**src/rtl/input_port_if.sv**
```systemverilog
// Bundle of the producer handshake and processor load-path signals of the input port.
// The master side is the producer/processor; the slave side is the port itself.
interface input_port_if #(
   parameter int DEPTH = 4,
   parameter int WIDTH = 32
);
   localparam int CW = $clog2(DEPTH) + 1;

   logic signed [WIDTH-1:0] ext_data;
   logic                    ext_valid;
   logic                    ext_ready;
   logic                    rd_en;
   logic signed [WIDTH-1:0] rd_data;
   logic                    empty;
   logic                    full;
   logic [CW-1:0]           count;
   logic                    underflow;
   logic                    clr_err;

   modport master (
      output ext_data, ext_valid, rd_en, clr_err,
      input  ext_ready, rd_data, empty, full, count, underflow
   );

   modport slave (
      input  ext_data, ext_valid, rd_en, clr_err,
      output ext_ready, rd_data, empty, full, count, underflow
   );
endinterface

```
**src/rtl/input_port.sv**
```systemverilog
// Memory-mapped input port: a small FIFO filled by an external producer and drained
// one word per processor load, with the head word presented combinationally.
module input_port #(
   parameter int DEPTH = 4,
   parameter int WIDTH = 32
) (
   input logic         clk,
   input logic         reset,
   input_port_if.slave bus
);
   localparam int AW = $clog2(DEPTH);
   localparam int CW = AW + 1;

   logic signed [WIDTH-1:0] r_mem [DEPTH];
   logic [AW-1:0]           r_wptr;
   logic [AW-1:0]           r_rptr;
   logic [CW-1:0]           r_count;
   logic                    r_underflow;

   logic w_empty;
   logic w_full;
   logic w_ready;
   logic w_push;
   logic w_pop;

   // A full FIFO refuses pushes even when a pop happens on the same edge.
   assign w_empty = (r_count == '0);
   assign w_full  = (r_count == CW'(DEPTH));
   assign w_ready = !w_full && !reset;
   assign w_push  = bus.ext_valid && w_ready;
   assign w_pop   = bus.rd_en && !w_empty;

   assign bus.ext_ready = w_ready;
   assign bus.empty     = w_empty;
   assign bus.full      = w_full;
   assign bus.count     = r_count;
   assign bus.underflow = r_underflow;
   assign bus.rd_data   = w_empty ? '0 : r_mem[r_rptr];

   always_ff @(posedge clk) begin
      if (w_push) begin
         r_mem[r_wptr] <= bus.ext_data;
      end
   end

   always_ff @(posedge clk or posedge reset) begin
      if (reset) begin
         r_wptr      <= '0;
         r_rptr      <= '0;
         r_count     <= '0;
         r_underflow <= 1'b0;
      end else begin
         if (w_push) begin
            r_wptr <= r_wptr + 1'b1;
         end
         if (w_pop) begin
            r_rptr <= r_rptr + 1'b1;
         end
         r_count <= r_count + CW'(w_push) - CW'(w_pop);
         // A read of an empty port wins over a same-cycle clear.
         if (bus.rd_en && w_empty) begin
            r_underflow <= 1'b1;
         end else if (bus.clr_err) begin
            r_underflow <= 1'b0;
         end
      end
   end
endmodule
```
**src/flat_wrapper.sv**
```systemverilog
// flat-port wrapper written by rule: the top's interface ports become plain ports
module input_port_flat 
#(
   parameter int DEPTH = 4,
   parameter int WIDTH = 32
)
  (clk, reset, bus_ext_data, bus_ext_valid, bus_rd_en, bus_clr_err, bus_ext_ready, bus_rd_data, bus_empty, bus_full, bus_count, bus_underflow);
  input_port_if #(.DEPTH(DEPTH), .WIDTH(WIDTH)) bus_i ();
  input logic clk;
  input logic reset;
  input wire logic [$bits(bus_i.ext_data)-1:0] bus_ext_data;
  input wire logic [$bits(bus_i.ext_valid)-1:0] bus_ext_valid;
  input wire logic [$bits(bus_i.rd_en)-1:0] bus_rd_en;
  input wire logic [$bits(bus_i.clr_err)-1:0] bus_clr_err;
  output wire logic [$bits(bus_i.ext_ready)-1:0] bus_ext_ready;
  output wire logic [$bits(bus_i.rd_data)-1:0] bus_rd_data;
  output wire logic [$bits(bus_i.empty)-1:0] bus_empty;
  output wire logic [$bits(bus_i.full)-1:0] bus_full;
  output wire logic [$bits(bus_i.count)-1:0] bus_count;
  output wire logic [$bits(bus_i.underflow)-1:0] bus_underflow;
  assign bus_i.ext_data = bus_ext_data;
  assign bus_i.ext_valid = bus_ext_valid;
  assign bus_i.rd_en = bus_rd_en;
  assign bus_i.clr_err = bus_clr_err;
  assign bus_ext_ready = bus_i.ext_ready;
  assign bus_rd_data = bus_i.rd_data;
  assign bus_empty = bus_i.empty;
  assign bus_full = bus_i.full;
  assign bus_count = bus_i.count;
  assign bus_underflow = bus_i.underflow;
  input_port #(.DEPTH(DEPTH), .WIDTH(WIDTH)) u_core (.clk(clk), .reset(reset), .bus(bus_i));
endmodule
```
**config.mk**
```make
export PLATFORM = sky130hd
export DESIGN_NAME = input_port_flat
export DESIGN_NICKNAME = d
export VERILOG_FILES = /design/src/rtl/input_port_if.sv /design/src/rtl/input_port.sv /design/src/flat_wrapper.sv
export SDC_FILE = /design/constraint.sdc
export NUM_CORES = 1
export LEC_CHECK = 0
export CAP_MARGIN = 20
export CORE_UTILIZATION = 52
export CTS_CLUSTER_SIZE = 20
export DETAILED_ROUTE_END_ITERATION = 16
export PLACE_DENSITY = 0.77
export SYNTH_ARGS = -nofsm -noshare
export SYNTH_HDL_FRONTEND = slang
export SYNTH_SLANG_ARGS = --single-unit
```
**constraint.sdc**
```tcl
create_clock -name clk -period 3 [get_ports clk]
set_input_delay 0.3 -clock clk [delete_from_list [all_inputs] [get_ports clk]]
set_output_delay 0.3 -clock clk [all_outputs]
set_load 0.02 [all_outputs]
```
==> impl_results.md <==
* Status: complete, no violations
* Power per cell area at between 1000 and 1500 mW/mm^2
* Clk buf depth at 2
* Synth Cell Area at 0.00532 mm^2
* Tcrit/Tclk final at 93.0%
* Hold slack final at 115 ps
* Avg WL per Cell at 19.2 um
* Hpwl dp at 5750 um
* IO Pins at 76
* Placer Congestion at a little under 0.7
* DIE AREA at about 0.011 mm^2
* Yosys reg bits at roughly 140
* Max Cap Violations at 0
* Final setup vio count at 0
* Ant. Diodes at 0
* Layout area overhead at 29.0%
* Final TNS setup at 0 ps
* Sequential area share after synthesis at between 70 and 80%
* Initial antenna violation count at 0
* Number of global-route vias before repair at around 2700
* Worst min path class: in2async
* Crit path time final at 2790 ps
* Critical R2R Launch: u_core.bus.count[2]$_DFF_PP0_
* Crit path max fanout at 17
* Final ANT Viol Nets at 0
* Critical Path Source: u_core.r_rptr[0]$_DFFE_PP0P_
* Cts repair resizes at 0
* Hold Violations, Final at 0
* CP max stage delay at 570 ps
* Synth warn at 0
* Post-synth top area share at 72.2%
* Initial DRC Count at approximately 130
* Sink Count at about 140
* Starting Density at a little over half
* Total track usage at 19.3%
* First-pass DRT Iterations at 4
* Leading area contributor after synthesis: edfxtp_1
* Die outline height at roughly 100 um
* Register area at 0.00405 mm^2
* DRC at 0
* Maximum vdd drop at 0.555 mV
* Layout cell share with drive strength beyond 1 at 23.8%
* Layout Skew at between 5 and 6 ps
* Post-synth cell types at 21
* CP Capture Type: output pin
* Worst path top cell family by delay: buffers and inverters
* Fmax at 358 MHz
* Synth Area per Inst at 21.7 um^2
* Final Max Slew Viols at 0
* Final WL at 9350 um
* Startpoint Class: register
* # nets final at 385
* Slew @ Worst Pin at around 450 ps
* Clock Latency Late Sink at just over 500 ps
* WP buf/inv at 2
* First-pass GRT wire length at 14200 um
* Die X at just over 100 um
* DR vias at ~2600
* Core Box Area at approximately 0.0099 mm^2
* Pin count of the biggest net entering global routing at 36
* Area of the multi-input gates at 0.00117 mm^2
* Clock Pin Slew Worst Setup and Hold Paths at 60 ps
* Cell count after synthesis at 245
* CTS tree: yes
* Crit path cell chain: buf_4 > mux4_2 > nor2b_1 > clkdlybuf4s50_1
* Synth Net Count at 289
* Htree depth at 4
* Leak at between 2 and 2.5 nW
* CTS Root Cell: clkbuf_8
* Slowest-stage cell, CP: clkdlybuf4s50_1
* Worst EP required at around 2700 ps
* Fill cells at about 600
* Max_slew headroom at 69.8%
* Inserted Clock Buffers at 17
* Synth area leaders: edfxtp_1 (72%), mux4_2 (14%), dfrtp_1 (3.8%), nor2b_1 (3.4%), ha_1 (1.4%)
* Arr. time, crit path at between 2000 and 2500 ps
* RSZ-0062 raised after global routing: false
* Port Buffers at 75
* Vias/cell at 5.41
* Row count at 36
* Post-CTS setup repair buffer count at 0
* Hold-fix buffers, CTS at 0
* Total grt overflow at 0
* Crit path kind: reg2out
## cell usage after synthesis
cell / count
buf_2: 5
mux4_2: 32
and2_1: 4
buf_6: 3
edfxtp_1: 128
nor3_2: 1
nor3b_2: 2
mux2_1: 1
and2b_1: 4
buf_12: 1
nor2_1: 2
o21ai_0: 1
dfrtp_1: 8
inv_1: 8
nand2_1: 2
clkbuf_1: 2
xnor2_1: 3
nor2b_1: 29
fa_1: 1
xor2_1: 2
ha_1: 6
## logic make-up after synthesis
kind of cell             count (synthesis)  share of synthesized area [%]
buffers and inverters                   19                           2.19
flip-flops                             136                           76.0
AND/OR/NAND/NOR                         44                           5.38
adder cells (fa/ha/maj)                  7                           1.79
AO/OA/AOI/OAI                            1                         0.0939
XOR/XNOR                                 5                          0.823
multiplexers                            33                           13.8
## report_power, final
| part | internal [W] | switching [W] | total (W) | leakage, nW |
|---|---|---|---|---|
| registers | 0.00234 | 0.000102 | 0.00244 | 1.25 |
| clock network | 0.00127 | 0.000764 | 0.00203 | 0.279 |
| logic | 0.00131 | 0.00127 | 0.00258 | 0.801 |
## layout make-up
type / instances / share of cell area, %
Clock buffer: 17 / 6.03
Clock inverter: 14 / 2.53
Inverter: 8 / 0.437
Multi-Input combinational cell: 90 / 17.1
Sequential cell: 136 / 58.9
Tap cell: 133 / 2.42
Timing Repair Buffer: 88 / 12.5
## final timing paths
check / endpoint / slack, ps / depth (start not counted)
setup / recovery: bus_rd_data[22] / 210 / 4
max in group asynchronous: u_core.r_rptr[1]$_DFFE_PP0P_ / 2630 / 2
hold / removal: u_core.bus.underflow$_DFFE_PP0P_ / 110 / 2
hold reg to reg: u_core.bus.underflow$_DFFE_PP0P_ / 530 / 2
setup reg to reg: u_core.bus.count[2]$_DFF_PP0_ / 930 / 7
min in group clk: u_core.bus.underflow$_DFFE_PP0P_ / 360 / 2
## registers in the layout, summed over array words and instances, names as in the netlist
name	count
u_core.bus.count	3
u_core.r_rptr	2
u_core.r_wptr	2
u_core.bus.underflow	1
u_core.r_mem	128
## worst register-to-register path, stage by stage (launching register included)
cell,delay (ps)
dfrtp_1,430
nor3b_2,200
nor3b_2,410
ha_1,220
inv_1,50
fa_1,370
xnor2_1,140
xnor2_1,130
## routing by layer
metal,part of all wire (%),global-route usage (%),up-vias
li1,-,-,1157
met1,42,25.7,1363
met5,0,0,-
met3,5.9,5.44,13
met4,1.2,7.80,0
met2,51,30.6,96
## through the flow
step | std cells | total power (W) | setup slack (ps) | cell area [um^2] | utilization [%]
6_report | 486 | 0.00705 | 210 | 6870 | 69.6
3_5_place_dp | 455 | 0.00509 | 680 | 6280 | 63.6
5_1_grt | 486 | 0.00737 | 97.8 | 6870 | 69.6
2_1_floorplan | 245 | 0.00407 | 686 | 5320 | -
3_3_place_gp | 455 | 0.00503 | 725 | 6280 | 63.6
4_1_cts | 486 | 0.00713 | 159 | 6870 | 69.6
## cell usage in the layout (no fill, tap or decap), drive strengths merged, types with 2 or more instances in the layout
| master | count |
|---|---|
| nand2 | 2 |
| and2 | 4 |
| clkdlybuf4s50 | 75 |
| dfrtp | 8 |
| bufinv | 3 |
| buf | 13 |
| xor2 | 2 |
| mux4 | 32 |
| clkinvlp | 3 |
| xnor2 | 3 |
| clkinv | 5 |
| ha | 6 |
| edfxtp | 128 |
| clkbuf | 17 |
| and2b | 4 |
| nor2 | 2 |
| nor3b | 2 |
| nor2b | 29 |
| inv | 11 |
(Power assumes the default switching activity.)
